<file path="src/rtl/mul_seq_ctrl.sv">
`default_nettype none
// mul_seq_ctrl: iterative unsigned shift-add multiplier controller driving one external adder.
// Rev 1.0
module mul_seq_ctrl #(
  parameter int Width = 32
) (
  input  logic                 clk,
  input  logic                 rst,
  input  logic                 start,
  input  logic [Width-1:0]     opA,
  input  logic [Width-1:0]     opB,
  output logic                 inReady,
  output logic [Width-1:0]     addA,
  output logic [Width-1:0]     addB,
  input  logic [Width-1:0]     addSum,
  input  logic                 addCout,
  output logic [2*Width-1:0]   product,
  output logic                 outValid,
  input  logic                 outReady
);

  localparam int CW = $clog2(Width) + 1;

  typedef enum logic [1:0] {
    S_IDLE = 2'd0,
    S_RUN  = 2'd1,
    S_DONE = 2'd2
  } state_t;

  state_t               r_state;
  logic [Width-1:0]     r_mcand;
  logic [Width-1:0]     r_accHi;
  logic [Width-1:0]     r_accLo;
  logic [CW-1:0]        r_count;
  logic [2*Width-1:0]   r_product;
  logic                 r_outValid;
  logic                 r_inReady;

  logic                 w_run;
  logic [Width-1:0]     w_nextHi;
  logic [Width-1:0]     w_nextLo;

  // Adder operands are forced to zero outside RUN so the shared adder stays quiet.
  assign w_run    = (r_state == S_RUN);
  assign addA     = w_run ? r_accHi : '0;
  assign addB     = (w_run && r_accLo[0]) ? r_mcand : '0;
  assign w_nextHi = {addCout, addSum[Width-1:1]};
  assign w_nextLo = {addSum[0], r_accLo[Width-1:1]};

  assign inReady  = r_inReady;
  assign outValid = r_outValid;
  assign product  = r_product;

  always_ff @(posedge clk or posedge rst) begin
    if (rst) begin
      r_state    <= S_IDLE;
      r_mcand    <= '0;
      r_accHi    <= '0;
      r_accLo    <= '0;
      r_count    <= '0;
      r_product  <= '0;
      r_outValid <= 1'b0;
      r_inReady  <= 1'b1;
    end else begin
      case (r_state)
        S_IDLE: begin
          if (start) begin
            r_mcand   <= opA;
            r_accLo   <= opB;
            r_accHi   <= '0;
            r_count   <= CW'(Width);
            r_inReady <= 1'b0;
            if (opA == '0 || opB == '0) begin
              r_product  <= '0;
              r_outValid <= 1'b1;
              r_state    <= S_DONE;
            end else begin
              r_state <= S_RUN;
            end
          end
        end
        S_RUN: begin
          r_accHi <= w_nextHi;
          r_accLo <= w_nextLo;
          r_count <= r_count - CW'(1);
          if (r_count == CW'(1)) begin
            r_product  <= {w_nextHi, w_nextLo};
            r_outValid <= 1'b1;
            r_state    <= S_DONE;
          end
        end
        S_DONE: begin
          if (outReady) begin
            r_outValid <= 1'b0;
            r_inReady  <= 1'b1;
            r_state    <= S_IDLE;
          end
        end
        default: begin
          r_state    <= S_IDLE;
          r_outValid <= 1'b0;
          r_inReady  <= 1'b1;
        end
      endcase
    end
  end

endmodule
`default_nettype wire
</file>
<file path="config.mk">
export PLATFORM = sky130hd
export DESIGN_NAME = mul_seq_ctrl
export DESIGN_NICKNAME = d
export VERILOG_FILES = /design/src/rtl/mul_seq_ctrl.sv
export SDC_FILE = /design/constraint.sdc
export NUM_CORES = 1
export LEC_CHECK = 0
export ABC_AREA = 1
export BUFFER_PORTS_ARGS = -buffer_cell sky130_fd_sc_hd__buf_2
export CORE_UTILIZATION = 46
export DETAILED_ROUTE_END_ITERATION = 6
export PLACE_DENSITY = 0.87
export SKIP_CTS_REPAIR_TIMING = 1
export SLEW_MARGIN = 5
export SYNTH_ARGS = -nofsm -noshare
export SYNTH_HDL_FRONTEND = slang
export SYNTH_SLANG_ARGS = --single-unit
</file>
<file path="constraint.sdc">
create_clock -name clk -period 5.7 [get_ports clk]
set_clock_uncertainty 0.2 [all_clocks]
set_input_delay 0.855 -clock clk [delete_from_list [all_inputs] [get_ports clk]]
set_output_delay 0.855 -clock clk [all_outputs]
set_load 0.01 [all_outputs]
</file>
; ---- Word-level counts from Yosys, hierarchy flattened
; Cells that the tools add are included.
[classes]
mux = 25
mul = 0
n_eq_ne = 7
shifts = 0
n_bitwise = 1
n_lt_le_gt_ge = 0
div = 0
n_reduce_logical = 12
addsub = 1
[op_table]
columns = cell, count
row1 = $mux 64, 3
row2 = $mux 32, 4
row3 = $pmux 32 s2, 2
row4 = $pmux 64 s2, 1
row5 = $logic_not 32->1, 2
row6 = $pmux 6 s2, 1
row7 = $mux 2, 4
row8 = $reduce_and 4->1, 2
row9 = $eq 6x1->1 const B, 1
row10 = $mux 1, 6
row11 = $mux 6, 1
row12 = $ne 2x2->1 const B, 3
row13 = $pmux 1 s3, 2
row14 = $pmux 2 s3, 1
row15 = $reduce_and 3->1, 2
row16 = $sub 6x1->6 const B, 1
row17 = $reduce_and 2->1, 2
row18 = $eq 2x1->1 const B, 1
row19 = $eq 2x2->1 const B, 1
row20 = $logic_not 2->1, 1
row21 = $ne 2x1->1 const B, 1
row22 = $reduce_bool 2->1, 1
row23 = $logic_and 1x1->1, 1
row24 = $logic_or 1x1->1, 1
row25 = $not 1->1, 1
[totals]
ramBits = 0
memories = 0
latchBits = 0
output_inout_bits = 130
regBits = 170
romBits = 0
in_bits = 101

; ---- Logic depth before layout (Yosys ltp)
; Gate-level depths: netlist (run 1).
[depth]
ltp_word = 5
depth_mapped = 12
mapped_depth_nobuf = 10

; ---- Worst setup path before layout (run 1)
; No wires, ideal clock.
[synth_path]
path_kind = register to output
from = register r_state[0]
to = output port addA[21]
n_path_buf = 2
stages_incl_launch_ff = 7
required_ns = 4.645
path_slack_ns = 3.346
arrival_time_ns = 1.299
cell_sequence = dfrtp_1 inv_2 nor2_4 inv_2 clkbuf_1 clkbuf_1 nor2_1
[synth_via]
elab_chain_len = 2
[synth_rtl]
columns = element, line_no
row1 = "start, declared", 30  ; state_t r_state;
row2 = "start signal, assigned", 56  ; r_state <= S_IDLE;
row3 = "start signal, assigned", 76  ; r_state <= S_DONE;
row4 = "start signal, assigned", 78  ; r_state <= S_RUN;
row5 = $eq 2x1->1, 44  ; assign w_run = (r_state == S_RUN);
row6 = $mux 32, 45  ; assign addA = w_run ? r_accHi : '0;
row7 = "end, declared", 13  ; output logic [Width-1:0] addA,
; No other way between the ends.

; ---- Worst setup path in the final report (run 1)
[layout_path]
from = register r_state[1]
to = output port addB[28]
[layout_via]
elab_chain_len = 3
[layout_rtl]
columns = element, line_no
row1 = $eq 2x1->1, 44
row2 = $logic_and 1x1->1, 46  ; assign addB = (w_run && r_accLo[0]) ? r_mcand : '0;
row3 = $mux 32, 46
row4 = "end, declared", 14  ; output logic [Width-1:0] addB,
; No other way between the ends.

==> results.sh, run 1 <==
export IMPL_yosys_warnings=0
export IMPL_port_buffer_count=230
export IMPL_tns_ps=0
export IMPL_core_mm2=0.0159
export IMPL_grt_max_degree=71
export IMPL_drive_above_1_share_pct=24.2
export IMPL_drc_errors=0
export IMPL_gp_congestion=0.875
export IMPL_synth_compound_area_share_pct=9.87
export IMPL_start_util_pct=47.2
export IMPL_max_cap_viol_count=0
export IMPL_ff2ff_path_depth=5
export IMPL_die_area_mm2=0.0168
export IMPL_first_iter_violations=433
export IMPL_crit_arrival_ps=2790
export IMPL_crit_path_start_kind="flip-flop"
export IMPL_viasPerCell=4.89
export IMPL_worst_path_max_delay_cell="nand2_1"
export IMPL_cp_slowest_stage_delay_ps=780
export IMPL_synth_adder_area_share_pct=0.333
export IMPL_rsz0062_at_grt="false"
export IMPL_design_area_mm2=0.00936
export IMPL_synth_nets=1036
export IMPL_yosysSeqAreaShare_pct=56.7
export IMPL_pre_cts_slack_ps=1850
export IMPL_r2r_end="r_accLo[2]$_DFFE_PP0P_"
export IMPL_fp_dieH_um=130
export IMPL_die_w_um=130
export IMPL_place_hpwl_um=12800
export IMPL_fin_crit_ps=3840
export IMPL_powerDensity_mw_per_mm2=591
export IMPL_relSlewSlack_pct=23.3
export IMPL_max_freq_ghz=0.260
export IMPL_synth_area_leader_cell="dfrtp_1"
export IMPL_synth_area_leaders="dfrtp_1 56%, nand2_1 12%, nor2_1 7.0%, inv_1 6.3%, o21ai_0 4.6%"
export IMPL_finalHoldViolations=0
export IMPL_fin_cells=1365
export IMPL_ir_drop_mv=0.400
export IMPL_slew_viol_final=0
export IMPL_whs_ps=264
export IMPL_grt_antenna_before_repair=0
export IMPL_path_cells="nor2_4, buf_4, nand2_1, nor2_1, buf_2"
export IMPL_status="complete, no violations"
export IMPL_p_leak_nw=5.23
export IMPL_cts_max_level=4
export IMPL_netlist_area_mm2=0.00750
export IMPL_row_count=46
export IMPL_cts_buffers=17
export IMPL_power_total_mw=5.53
export IMPL_synth_xor_area_share_pct=0
export IMPL_grtUsageTotal_pct=22.5
export IMPL_clock_sinks=170
export IMPL_final_cell_mix="244 x nand2_1, 230 x buf_2, 169 x dfrtp_1"
export IMPL_clk_pin_slew_ps=60
export IMPL_grt_pass1_vias=6163
export IMPL_clk_latency_ps=420
export IMPL_syn_area_per_cell_um2=8.04
export IMPL_cts_max_path_buffers=2
export IMPL_critical_path_class="reg -> out"
export IMPL_final_common_cell="nand2_1"
export IMPL_hp_class="in -> async"
export IMPL_setup_viol=0
export IMPL_area_delta_synth_final_pct=24.7
export IMPL_root_buffer="clkbuf_16"
export IMPL_place_area_mm2=0.00873
export IMPL_cts_tree="yes"
export IMPL_ios=231
export IMPL_worst_slew_pin_slew_ps=1150
export IMPL_first_pass_iters=5
export IMPL_yosysTopAreaCellShare_pct=56.4
export IMPL_ys_seq_elements=170
export IMPL_fillers=1434
export IMPL_place_inst=1333
export IMPL_postSynthCellCount=933
export IMPL_grt_remaining_overflow=0
export IMPL_fin_util_pct=58.9
export IMPL_grt_pass1_wl_um=29400
export IMPL_routed_wl_um=18800
export IMPL_critPathCaptureType="output port"
export IMPL_yosysUniqueCellTypes=27
export IMPL_vias=6678
export IMPL_muxShareOfSynthArea_pct=0
export IMPL_synth_top_family_by_area="simple AND/OR/NAND/NOR gates"
export IMPL_r2r_start="r_state[1]$_DFFE_PP0P_"
export IMPL_final_nets=1239
export IMPL_post_route_period_util_pct=67.4
export IMPL_required_ps=4640
export IMPL_wire_per_inst_um=13.8
export IMPL_fin_ws_ps=1860
export IMPL_crit_fanout=70
export IMPL_ant_nets=0
export IMPL_reg2reg_slack_ps=2040
export IMPL_synth_simple_gate_area_share_pct=23.2
## final cells by class
| type | instances | area (µm²) | share of cell area, % |
|---|---|---|---|
| clock inverter | 10 | 165 | 1.76 |
| antenna | 1 | 2.50 | 0.0267 |
| tap | 216 | 270 | 2.89 |
| inverter | 131 | 497 | 5.31 |
| multi-input combinational | 580 | 2510 | 26.9 |
| clock buffer | 21 | 460 | 4.92 |
| timing repair buffer | 236 | 1200 | 12.8 |
| sequential | 170 | 4260 | 45.5 |
## worst max path at each step
stage,cells past startpoint,start,end,slack [ps]
3_5_place_dp,5,start,r_accLo[5]$_DFFE_PP0P_,1850
5_1_grt,5,r_state[1]$_DFFE_PP0P_,addB[15],1590
3_3_place_gp,5,start,r_accLo[5]$_DFFE_PP0P_,1940
6_report,5,r_state[1]$_DFFE_PP0P_,addB[28],1860
4_1_cts,5,r_state[1]$_DFFE_PP0P_,addB[3],1860
2_1_floorplan,1,rst,outValid$_DFFE_PP0P_,40
## synthesized netlist by cell type
cell type / n
a21boi_1: 1
a21oi_1: 11
a31oi_1: 31
a32o_1: 1
and2_1: 2
buf_1: 3
buf_2: 17
buf_4: 3
buf_6: 3
clkbuf_1: 26
dfrtp_1: 169
dfstp_2: 1
ha_1: 2
inv_1: 126
inv_2: 5
nand2_1: 247
nand3_1: 40
nand4_1: 5
nor2_1: 140
nor2_2: 1
nor2_4: 2
nor3_1: 2
nor4_1: 1
o211ai_1: 1
o21ai_0: 69
o21ai_1: 23
o22ai_1: 1
## metal layers
layer / routed length [µm] / global-route usage (%) / up-vias
met1: 8670 / 29.7 / 3138
li1: - / - / 3281
met4: 301 / 9.58 / 0
met2: 8790 / 36.5 / 242
met5: 0 / 0 / -
met3: 1060 / 4.14 / 17
## sequential cells by signal (all words and copies together) (netlist names)
name / count
r_accHi: 32
r_accLo: 32
product: 64
outValid: 1
inReady: 1
r_count: 6
r_mcand: 32
r_state: 2
## critical path: cells and delay by family, from the launching register on
family	cells	cell delay [ps]
DFF	1	450
buffers and inverters	2	700
and+or+nand+nor	3	1190
## cell families (layout without fill, tap and decap cells)
logic type      count (synthesis)  after routing
compound gates                138            138
fa+ha+maj                       2              2
simple gates                  440            440
flops                         170            170
other cells                     0              1
buf+inv                       183            398
## report_power, final
group / internal [mW] / switching [mW]
clock network: 0.757 / 0.471
logic: 0.740 / 1.54
registers: 1.78 / 0.246
(Power assumes the default switching activity.)
==> run 2, diff against run 1 <==
CORE_UTILIZATION = 51   (was 46)
PLACE_DENSITY = 0.91   (was 0.87)
clock period = 3.8 ns   (was 5.7 ns; I/O delays follow)
==> run 2 against run 1 <==
Routed wire length shrank 1.8%. Critical path depth is 1 lower. Clock power increased by 32%. First-iteration DRC count is 20% higher. Combinational power is 53% higher. Critical path type unchanged. Global-route usage increased by 2.9 points. Sequential power rose by 50%. Die area decreased by 9.7%. Register-to-register slack worse by 830 ps. The run now ends with negative hold slack left. Sequential share of layout area grew 0.18 points. Count of clock-buffer cells in the layout increased by 1.
==> results.sh, run 2 (synthesis gave the netlist of run 1 again) <==
export IMPL_whs_ps=-14.1
export IMPL_hp_class="in -> async"
export IMPL_tns_ps=0
export IMPL_slew_viol_final=0
export IMPL_violations="negative hold slack"
export IMPL_finalHoldViolations=19
export IMPL_fp_dieH_um=123
export IMPL_fillers=1151
export IMPL_final_cell_mix="244 x nand2_1, 230 x buf_2, 169 x dfrtp_1"
export IMPL_clock_sinks=170
export IMPL_place_area_mm2=0.00876
export IMPL_cts_max_path_buffers=2
export IMPL_final_nets=1246
export IMPL_required_ps=3030
export IMPL_max_freq_ghz=0.348
export IMPL_grt_pass1_vias=6311
export IMPL_ant_nets=0
export IMPL_drive_above_1_share_pct=24.7
export IMPL_pre_cts_slack_ps=1230
export IMPL_root_buffer="clkbuf_16"
export IMPL_gp_congestion=0.863
export IMPL_ios=231
export IMPL_max_cap_viol_count=0
export IMPL_place_hpwl_um=13000
export IMPL_cts_buffers=17
export IMPL_first_iter_violations=519
export IMPL_final_common_cell="nand2_1"
export IMPL_vias=6792
export IMPL_grt_antenna_before_repair=0
export IMPL_rsz0062_at_grt="false"
export IMPL_post_route_period_util_pct=75.5
export IMPL_cts_tree="yes"
export IMPL_grtUsageTotal_pct=25.4
export IMPL_power_total_mw=8.14
export IMPL_viasPerCell=5.08
export IMPL_powerDensity_mw_per_mm2=873
export IMPL_setup_viol=0
export IMPL_worst_slew_pin_slew_ps=1020
export IMPL_status="finished with violations"
export IMPL_crit_fanout=32
export IMPL_largest_reg_flops=64
export IMPL_p_leak_nw=5.24
export IMPL_critPathCaptureType="output port"
export IMPL_fin_cells=1336
export IMPL_routed_wl_um=18500
export IMPL_design_area_mm2=0.00932
export IMPL_clk_pin_slew_ps=70
export IMPL_wire_per_inst_um=13.8
export IMPL_first_pass_iters=5
export IMPL_crit_arrival_ps=2100
export IMPL_place_inst=1304
export IMPL_grt_pass1_wl_um=29600
export IMPL_ir_drop_mv=0.380
export IMPL_die_w_um=123
export IMPL_drc_errors=0
export IMPL_start_util_pct=53.2
export IMPL_cts_max_level=4
export IMPL_area_delta_synth_final_pct=24.2
export IMPL_critical_path_class="reg -> out"
export IMPL_clk_latency_ps=420
export IMPL_fin_crit_ps=2870
export IMPL_die_area_mm2=0.0152
export IMPL_fin_ws_ps=930
export IMPL_relSlewSlack_pct=31.9
export IMPL_diodes=0
export IMPL_port_buffer_count=230
export IMPL_grt_remaining_overflow=0
export IMPL_grt_max_degree=87
export IMPL_row_count=43
export IMPL_core_mm2=0.0141
export IMPL_crit_path_start_kind="flip-flop"
-- run 2: cell types whose count changed in the layout (fill, tap and decap cells not counted) --
cell,change
buf_12,+2
bufinv_16,-3
clkbuf_1,+1
buf_4,+5
clkinv_2,+2
diode_2,-1
clkinv_4,+3
inv_6,-2
-- run 2: worst paths after layout --
kind	slack, ps	endpoint	from	depth (start not counted)
setup / recovery	930	addB[22]	r_state[1]$_DFFE_PP0P_	4
hold / removal	-10	r_mcand[1]$_DFFE_PP0P_	rst	2
setup reg to reg	1210	product[57]$_DFFE_PP0P_	r_state[1]$_DFFE_PP0P_	10
hold reg to reg	260	product[60]$_DFFE_PP0P_	product[60]$_DFFE_PP0P_	2
max in group asynchronous	2610	inReady$_DFFE_PP1P_	rst	3
min in group clk	170	r_accHi[4]$_DFFE_PP0P_	addSum[5]	3
-- run 2: metal layers --
layer  part of all wire, %  wire length, µm  GRT usage (%)
met2                    47             8750           40.9
met1                    42             7790           32.2
met5                     0                0              0
met4                   3.1              564           11.4
met3                   7.5             1380           6.46
-- run 2: worst max-delay path, stage by stage (launching register included) --
cell     delay (ps)
dfrtp_1         460
nor2_4          180
nand2_1         580
nor2_1          270
buf_2           170
-- run 2: final cells by class --
| class | count | area, µm² | area share (%) |
|---|---|---|---|
| Sequential cell | 170 | 4260 | 45.6 |
| Multi-Input combinational cell | 580 | 2510 | 27.0 |
| Timing Repair Buffer | 243 | 1270 | 13.7 |
| Inverter | 131 | 495 | 5.31 |
| Clock buffer | 22 | 464 | 4.98 |
| Tap cell | 180 | 225 | 2.42 |
| Clock inverter | 10 | 95.1 | 1.02 |
-- run 2: metrics by stage --
stage | hold slack, ps | util [%]
floorplan | 246 | -
detailed placement | 253 | 62.2
finish | -14.1 | 66.1
global route | 7.27 | 66.1
CTS | -21.5 | 66.1
global placement | 248 | 62.2
-- run 2: power breakdown --
part	switching (mW)	leakage (nW)	total (mW)	internal, mW
clock network	0.685	0.270	1.62	0.938
registers	0.367	2.11	3.04	2.67
logic	2.32	2.86	3.48	1.16
